**src/rtl/uart_pkg.sv**
```systemverilog
// Shared definitions for the UART receive-side frame decoder:
// FSM state encoding, error codes and the default sync byte.
package uart_pkg;

   typedef enum logic [2:0] {
      ST_HUNT    = 3'd0,
      ST_LEN     = 3'd1,
      ST_PAYLOAD = 3'd2,
      ST_CHECK   = 3'd3,
      ST_DRAIN   = 3'd4
   } state_t;

   typedef logic [1:0] err_code_t;

   localparam err_code_t ERR_LEN     = 2'd0;
   localparam err_code_t ERR_CSUM    = 2'd1;
   localparam err_code_t ERR_LINE    = 2'd2;
   localparam err_code_t ERR_TIMEOUT = 2'd3;

   localparam logic [7:0] DEFAULT_SYNC_BYTE = 8'hA5;

endpackage

```
**src/rtl/uart_idle_timer.sv**
```systemverilog
// Idle-gap watchdog: counts enabled clocks since the last clear and
// flags expiry once TIMEOUT_CLKS-1 is reached. Shared with the TX side.
module uart_idle_timer #(
   parameter int TIMEOUT_CLKS = 104160
) (
   input  logic clk,
   input  logic rst_n,
   input  logic clear,
   input  logic enable,
   output logic expired
);

   localparam int CW = $clog2(TIMEOUT_CLKS + 1);
   localparam logic [CW-1:0] LIMIT = CW'(TIMEOUT_CLKS - 1);

   logic [CW-1:0] count_reg;

   // Count idle clocks while enabled; saturate at the limit until cleared.
   always_ff @(posedge clk or negedge rst_n) begin
      if (!rst_n) begin
         count_reg <= '0;
      end else if (clear) begin
         count_reg <= '0;
      end else if (enable && (count_reg != LIMIT)) begin
         count_reg <= count_reg + 1'b1;
      end
   end

   assign expired = enable && (count_reg == LIMIT);

endmodule

```
**src/rtl/uart_rx_packet_decoder.sv**
```systemverilog
// Frame decoder behind the UART receiver: SYNC, LEN, payload, XOR CSUM.
// Payload is buffered and only released over valid/ready once verified.
module uart_rx_packet_decoder
   import uart_pkg::*;
#(
   parameter logic [7:0] SYNC_BYTE       = DEFAULT_SYNC_BYTE,
   parameter int          MAX_PAYLOAD_LEN = 16,
   parameter int          TIMEOUT_CLKS    = 104160
) (
   input  logic       clk,
   input  logic       rst_n,
   input  logic       rx_data_ready,
   input  logic [7:0] rx_data,
   input  logic       rx_error,
   output logic       payload_valid,
   output logic [7:0] payload_data,
   output logic       payload_last,
   input  logic       payload_ready,
   output logic       frame_ok,
   output logic       frame_error,
   output logic [1:0] error_code,
   output logic       overrun,
   output logic       busy
);

   localparam int IW = $clog2(MAX_PAYLOAD_LEN + 1);
   localparam int AW = $clog2(MAX_PAYLOAD_LEN);

   state_t          state_reg, state_next;
   logic [IW-1:0]   len_reg, wr_idx_reg, rd_idx_reg;
   logic [7:0]      xor_reg;
   logic [7:0]      buffer [0:(1<<AW)-1];
   logic            rx_error_prev_reg;
   logic            frame_ok_reg, frame_error_reg, overrun_reg;
   err_code_t       error_code_reg;

   logic            line_err_rise, len_valid, last_write, last_read, xfer;
   logic            ok_event, err_event, buf_we;
   err_code_t       err_code_event;
   logic            timer_clear, timer_enable, timer_expired;

   assign line_err_rise = rx_error && !rx_error_prev_reg;
   assign len_valid     = (rx_data != 8'd0) && (int'(rx_data) <= MAX_PAYLOAD_LEN);
   assign last_write    = (wr_idx_reg == len_reg - 1'b1);
   assign last_read     = (rd_idx_reg == len_reg - 1'b1);
   assign xfer          = payload_valid && payload_ready;
   assign buf_we        = (state_reg == ST_PAYLOAD) && rx_data_ready && !line_err_rise;

   // Idle counter restarts on every byte and on every state change.
   assign timer_clear  = rx_data_ready || (state_next != state_reg);
   assign timer_enable = (state_reg == ST_LEN) || (state_reg == ST_PAYLOAD) ||
                         (state_reg == ST_CHECK);

   uart_idle_timer #(.TIMEOUT_CLKS(TIMEOUT_CLKS)) idle_timer (
      .clk     (clk),
      .rst_n   (rst_n),
      .clear   (timer_clear),
      .enable  (timer_enable),
      .expired (timer_expired)
   );

   // State register.
   always_ff @(posedge clk or negedge rst_n) begin
      if (!rst_n) state_reg <= ST_HUNT;
      else        state_reg <= state_next;
   end

   // Next-state and frame verdict; line error beats byte strobe beats timeout.
   always_comb begin
      state_next     = state_reg;
      ok_event       = 1'b0;
      err_event      = 1'b0;
      err_code_event = ERR_LEN;
      unique case (state_reg)
         ST_HUNT: begin
            if (rx_data_ready && (rx_data == SYNC_BYTE)) state_next = ST_LEN;
         end
         ST_LEN, ST_PAYLOAD, ST_CHECK: begin
            if (line_err_rise) begin
               err_event      = 1'b1;
               err_code_event = ERR_LINE;
               state_next     = ST_HUNT;
            end else if (rx_data_ready) begin
               if (state_reg == ST_LEN) begin
                  if (len_valid) begin
                     state_next = ST_PAYLOAD;
                  end else begin
                     err_event      = 1'b1;
                     err_code_event = ERR_LEN;
                     state_next     = ST_HUNT;
                  end
               end else if (state_reg == ST_PAYLOAD) begin
                  if (last_write) state_next = ST_CHECK;
               end else if (rx_data == xor_reg) begin
                  ok_event   = 1'b1;
                  state_next = ST_DRAIN;
               end else begin
                  err_event      = 1'b1;
                  err_code_event = ERR_CSUM;
                  state_next     = ST_HUNT;
               end
            end else if (timer_expired) begin
               err_event      = 1'b1;
               err_code_event = ERR_TIMEOUT;
               state_next     = ST_HUNT;
            end
         end
         ST_DRAIN: begin
            if (xfer && last_read) state_next = ST_HUNT;
         end
         default: state_next = ST_HUNT;
      endcase
   end

   // Stream-side outputs decoded from the current state; data forced to 0 when idle.
   always_comb begin
      busy          = (state_reg != ST_HUNT);
      payload_valid = (state_reg == ST_DRAIN);
      payload_last  = payload_valid && last_read;
      payload_data  = payload_valid ? buffer[rd_idx_reg[AW-1:0]] : 8'h00;
   end

   // Length, running XOR, indices and the registered status pulses.
   always_ff @(posedge clk or negedge rst_n) begin
      if (!rst_n) begin
         len_reg           <= '0;
         wr_idx_reg        <= '0;
         rd_idx_reg        <= '0;
         xor_reg           <= 8'h00;
         rx_error_prev_reg <= 1'b0;
         frame_ok_reg      <= 1'b0;
         frame_error_reg   <= 1'b0;
         overrun_reg       <= 1'b0;
         error_code_reg    <= ERR_LEN;
      end else begin
         rx_error_prev_reg <= rx_error;
         frame_ok_reg      <= ok_event;
         frame_error_reg   <= err_event;
         overrun_reg       <= (state_reg == ST_DRAIN) && rx_data_ready;
         if (err_event) error_code_reg <= err_code_event;
         if ((state_reg == ST_LEN) && rx_data_ready && !line_err_rise && len_valid) begin
            len_reg    <= rx_data[IW-1:0];
            xor_reg    <= rx_data;
            wr_idx_reg <= '0;
         end
         if (buf_we) begin
            xor_reg    <= xor_reg ^ rx_data;
            wr_idx_reg <= wr_idx_reg + 1'b1;
         end
         if (ok_event)  rd_idx_reg <= '0;
         else if (xfer) rd_idx_reg <= rd_idx_reg + 1'b1;
      end
   end

   // Payload store; contents are don't-care after reset so no reset term.
   always_ff @(posedge clk) begin
      if (buf_we) buffer[wr_idx_reg[AW-1:0]] <= rx_data;
   end

   assign frame_ok    = frame_ok_reg;
   assign frame_error = frame_error_reg;
   assign error_code  = error_code_reg;
   assign overrun     = overrun_reg;

endmodule

```
**config.mk**
```make
export PLATFORM = sky130hd
export DESIGN_NAME = uart_rx_packet_decoder
export DESIGN_NICKNAME = d
export VERILOG_FILES = /design/src/rtl/uart_pkg.sv /design/src/rtl/uart_idle_timer.sv /design/src/rtl/uart_rx_packet_decoder.sv
export SDC_FILE = /design/constraint.sdc
export NUM_CORES = 1
export LEC_CHECK = 0
export ABC_AREA = 1
export ABC_CLOCK_PERIOD_IN_PS = 3200
export CORE_UTILIZATION = 50
export CTS_BUF_LIST = sky130_fd_sc_hd__clkbuf_4 sky130_fd_sc_hd__clkbuf_8 sky130_fd_sc_hd__clkbuf_16
export CTS_CLUSTER_DIAMETER = 200
export DETAILED_ROUTE_END_ITERATION = 6
export HOLD_SLACK_MARGIN = 0.12
export PLACE_DENSITY = 0.67
export SLEW_MARGIN = 20
export SYNTH_ARGS = -nofsm -noshare
export SYNTH_HDL_FRONTEND = slang
export SYNTH_SLANG_ARGS = --single-unit
```
**constraint.sdc**
```tcl
create_clock -name clk -period 3.2 [get_ports clk]
set_input_delay 0.96 -clock clk [delete_from_list [all_inputs] [get_ports clk]]
set_output_delay 0.96 -clock clk [all_outputs]
set_load 0.01 [all_outputs]
```
[Yosys cells after proc, flatten, opt, wreduce, memory -nomap -nowiden]
Memories as Yosys holds them, arrays and structs flattened.
Cells that the tools add are included.
Storage, ports and cells
  logic and storage cells: 98
  bits in read-only memories: 0
  bits in writable memories: 128
  bits of input ports: 13
  memories: 1
  flip-flop bits (word level): 49
  output and inout bits: 16
  bits in latches: 0
Cells by class
  bitwise gates (word level): 1
  divide/modulo/power cells: 0
  reductions and logical operators: 26
  eq/ne operators: 11
  shifts and indexed selects: 0
  muxes and demuxes: 43
  add/subtract/negate cells: 4
  multipliers: 0
  order comparisons: 1
Memory list
  buffer: depth 16, width 8, rd ports 1, clocked after memory_dff 0, wr ports 1, line uart_rx_packet_decoder.sv:32  | logic [7:0] buffer [0:(1<<AW)-1];
Operators by type and width (count)
  17-bit two-way mux: 2
  3-bit two-way mux: 9
  8-bit two-way mux: 3
  5-bit two-way mux: 4
  1-bit two-way mux: 19
  17-bit by 1-bit adder with 17-bit output (second input constant): 1
  17-bit == test (second input constant): 1
  17-bit != test (second input constant): 1
  1-bit logical AND: 14
  5-bit by 1-bit adder with 5-bit output (second input constant): 2
  5-bit == test: 2
  2-bit two-way mux: 5
  3-bit one-hot mux with 3 select lines: 1
  8-bit == test: 1
  8-bit == test (second input constant): 1
  8-bit by 5-bit <= comparator with 1-bit output (second input constant): 1
  8-bit nonzero test: 1
  8-bit XOR: 1
  3-bit by 2-bit == test with 1-bit output (second input constant): 2
  2-bit nonzero test: 3
  5-bit by 1-bit subtractor with 5-bit output (second input constant): 1
  3-bit by 1-bit == test with 1-bit output (second input constant): 1
  3-bit == test (second input constant): 1
  3-bit logical NOT: 1
  other kinds (5): 8

[Logic depth before layout (Yosys ltp)]
  depth in word-level cells: 11
  mapped depth: 17
  gate-level depth less buffers: 16

[By module]
From an unflattened synthesis, not the netlist that was laid out.
Unflattened totals
  cell total of the unflattened synthesis: 806
  area total of the unflattened synthesis: 8157.8 sq um
Modules (own cells, without submodules)
  uart_rx_packet_decoder: area each 6981.7 sq um, cells an instance 626, seq. area each 4644.5 sq um, instances 1
  uart_idle_timer: area each 1176.1 sq um, cells an instance 180, seq. area each 425.4 sq um, instances 1

[Least setup slack after synthesis]
No wires, ideal clock.
  kind: register -> output
  start: register rd_idx_reg[0]
  end: output port payload_data[1]
  setup slack: 0.650 ns
  cell stages (with the launch flop): 8
  data arrival time: 1.590 ns
  data required time: 2.240 ns
  cells stage by stage: dfrtp_1 > inv_1 > clkbuf_1 > clkbuf_1 > nor2_1 > o221ai_1 > o211ai_1 > a31oi_1
Between the ends
  longest elaborated chain between the ends: 2
RTL lines
  start: declaration: line uart_rx_packet_decoder.sv:30  | logic [IW-1:0] len_reg, wr_idx_reg, rd_idx_reg;
  start signal: assignment: line uart_rx_packet_decoder.sv:151  | else if (xfer) rd_idx_reg <= rd_idx_reg + 1'b1;
  memory 16 x 8 bit
  8-bit two-way mux: line uart_rx_packet_decoder.sv:120  | payload_data = payload_valid ? buffer[rd_idx_reg[AW-1:0]] : 8'h00;
  end: declaration: line uart_rx_packet_decoder.sv:16  | output logic [7:0] payload_data,
No other way between the ends.

[Worst setup path after layout]
  start: register rd_idx_reg[0]
  end: output port payload_data[6]
Same word-level chain as after synthesis.

==> out/metrics.csv <==
metric;value;unit
status;completed;
maxCapViolCount;0;
wl_per_cell;18.2;um
rsz0062_at_grt;yes;
synth_top_area_share;0.492;
endpoint_kind;output pin;
synth-edff-count;128;
ys_ff_latch;177;
synth_area_per_cell;10.5;um2
slew_violations;0;
post-route-min-period;3.12;ns
setup_tns;0;ns
synthCells;744;
tightest_slew;0.590;ns
period_share;0.974;
setup_violations;0;
cts_max_level;4;
synth_top_cells_by_area;edfxtp_1 49%, dfrtp_1 16%, nand2_1 6.0%;
peakVddDrop;0.387;mV
path_class;flip-flop to output pin;
synth_top_cell_by_area;edfxtp_1;
clock_skew;0.0102;ns
p_per_area;584;mW/mm2
core;0.0153;mm2
synth.distinct_cells;33;
start_util;0.513;
crit_required;2.24;ns
io_buffer_count;28;
first_pass_iters;5;
largest_reg_flops;128;
tritoncts;built;
async_flop_share;0.277;
finalHoldViolations;0;
totalWireLength;18800;um
slew_headroom;0.607;
grt_first_pass_wirelength;29700;um
synth_area;0.00782;mm2
critPathMaxFanout;25;
hold_path_class;flip-flop to flip-flop;
crit_path_start_kind;flip-flop;
p_total;5400;uW
syn_nets;764;
yosys_warnings;0;
p_leak;0.00351;uW
grt.total_usage;0.249;
drive_gt1_frac;0.135;
insertion_delay;0.43;ns
clock_sinks;177;
via_count;5748;
clock-root-buffer;clkbuf_16;
antenna_found_initial;0;
ys_seq_area_frac;0.648;
clockBufferDepth;2;
drc;0;
die_width;127;um
ant_nets;0;
crit_arrival;2.16;ns
insertedDiodeCount;0;
grt_max_degree;35;
syn_to_final_growth;18.2;%
first_iter_violations;595;
cts_made_buffers;17;
holdBufCountCts;0;
rows;45;
overflow;0;
dp_hpwl;12600;um
clk_pin_slew;0.07;ns
die_area;0.0161;mm2
place_congestion;0.871;
post_cts_buffers;0;
fin_nets;827;
vias_per_cell;5.58;
synthFlopType;edfxtp_1;
io_pins;29;
max_freq;321;MHz
die_h;127;um
grt_pass1_vias;5597;
-- layout by cell type, fill, tap and decap left out, types with 6 or more instances in the layout --
cell type / Yosys / final
a31oi_1: 9 / 8
buf_4: 0 / 34
clkbuf_16: 0 / 17
clkdlybuf4s50_1: 0 / 18
dfrtp_1: 49 / 48
edfxtp_1: 128 / 128
ha_1: 7 / 6
inv_1: 50 / 47
inv_2: 7 / 10
nand2_1: 125 / 125
nand3_1: 29 / 27
nand4_1: 9 / 9
nor2_1: 120 / 119
nor2_2: 11 / 12
nor3_1: 7 / 6
o211ai_1: 11 / 11
o21ai_0: 81 / 81
o221ai_1: 11 / 10
o22ai_1: 22 / 22
xnor2_1: 8 / 8
xor2_1: 15 / 15
-- synth_stat cells (2+ instances only) --
| cell type | n |
|---|---|
| o211ai_1 | 11 |
| buf_2 | 2 |
| o221ai_1 | 11 |
| o21ai_1 | 3 |
| o22ai_1 | 22 |
| edfxtp_1 | 128 |
| xor2_1 | 15 |
| inv_2 | 7 |
| nor2_1 | 120 |
| nand3_1 | 29 |
| a21oi_1 | 4 |
| nand4_1 | 9 |
| nor3b_1 | 2 |
| inv_1 | 50 |
| clkbuf_1 | 23 |
| a31oi_1 | 9 |
| xnor2_1 | 8 |
| nor2_2 | 11 |
| nor3_1 | 7 |
| dfrtp_1 | 49 |
| o21ai_0 | 81 |
| nand2_1 | 125 |
| nand2_2 | 2 |
| ha_1 | 7 |
-- metal layers --
metal | share of wire | track usage | wire length (um)
met1 | 0.44 | 0.341 | 8330
met2 | 0.48 | 0.401 | 9000
met3 | 0.061 | 0.0486 | 1150
met4 | 0.018 | 0.0882 | 333
met5 | 0 | 0 | 0
-- kinds of logic after synthesis --
| family | Yosys count | share of synthesized area |
|---|---|---|
| compound gates | 143 | 0.106 |
| xor+xnor | 23 | 0.0258 |
| fa+ha+maj | 7 | 0.0112 |
| simple gates | 310 | 0.167 |
| buf+inv | 84 | 0.0416 |
| flops | 177 | 0.648 |
-- path summary, 6_finish.rpt --
path	startpoint	end	slack (ns)	depth (start not counted)
max	rd_idx_reg[0]	payload_data[6]	0.08	7
min reg2reg	error_code[0]	error_code[0]	0.49	1
max in group asynchronous	rst_n	rd_idx_reg[0]	2.11	2
max reg2reg	len_reg[0]	idle_timer.count_reg[4]	0.90	15
min in group asynchronous	rst_n	idle_timer.count_reg[1]	0.52	1
min	error_code[0]	error_code[0]	0.49	1
-- worst max-delay path, stage by stage, from the launching register on --
cell,delay [ns]
dfrtp_2,0.44
inv_2,0.11
buf_12,0.17
o21ai_0,0.13
o221ai_2,0.27
nand3_2,0.16
a31oi_1,0.15
dlygate4sd2_1,0.28
-- layout make-up --
class,instances,area [um2]
clock inverters,14,130
inverters,58,218
clock buffers,18,433
multi-input cells,483,2460
well taps,211,264
flip-flops and latches,177,5070
repair buffers,70,667
fillers,1273,6020
-- metrics by stage --
stage / cell area (um2) / instances / hold WS (ns) / setup slack (ns) / util
finish: 9240 / 1031 / 0.493 / 0.0839 / 0.606
global route: 9240 / 1031 / 0.514 / -0.000942 / 0.606
CTS: 9230 / 1031 / 0.501 / 0.00145 / 0.605
detailed placement: 8610 / 998 / 0.480 / 0.0812 / 0.564
global placement: 8610 / 998 / 0.471 / 0.176 / 0.564
floorplan: 7820 / 744 / 0.471 / 0.650 / -
-- what timing repair did --
action	in CTS	in global routing
endpoints found under the hold margin	0	0
endpoints found under the setup margin	9	5
pin swaps	7	7
resized for setup	19	9
cloned	1	0
-- report_power, final --
part           internal (uW)  total (uW)  switching [uW]
Combinational            291         797             506
Clock                   1090        2000             907
Sequential              2540        2600            67.3
Power figures use the tool's default switching activity.
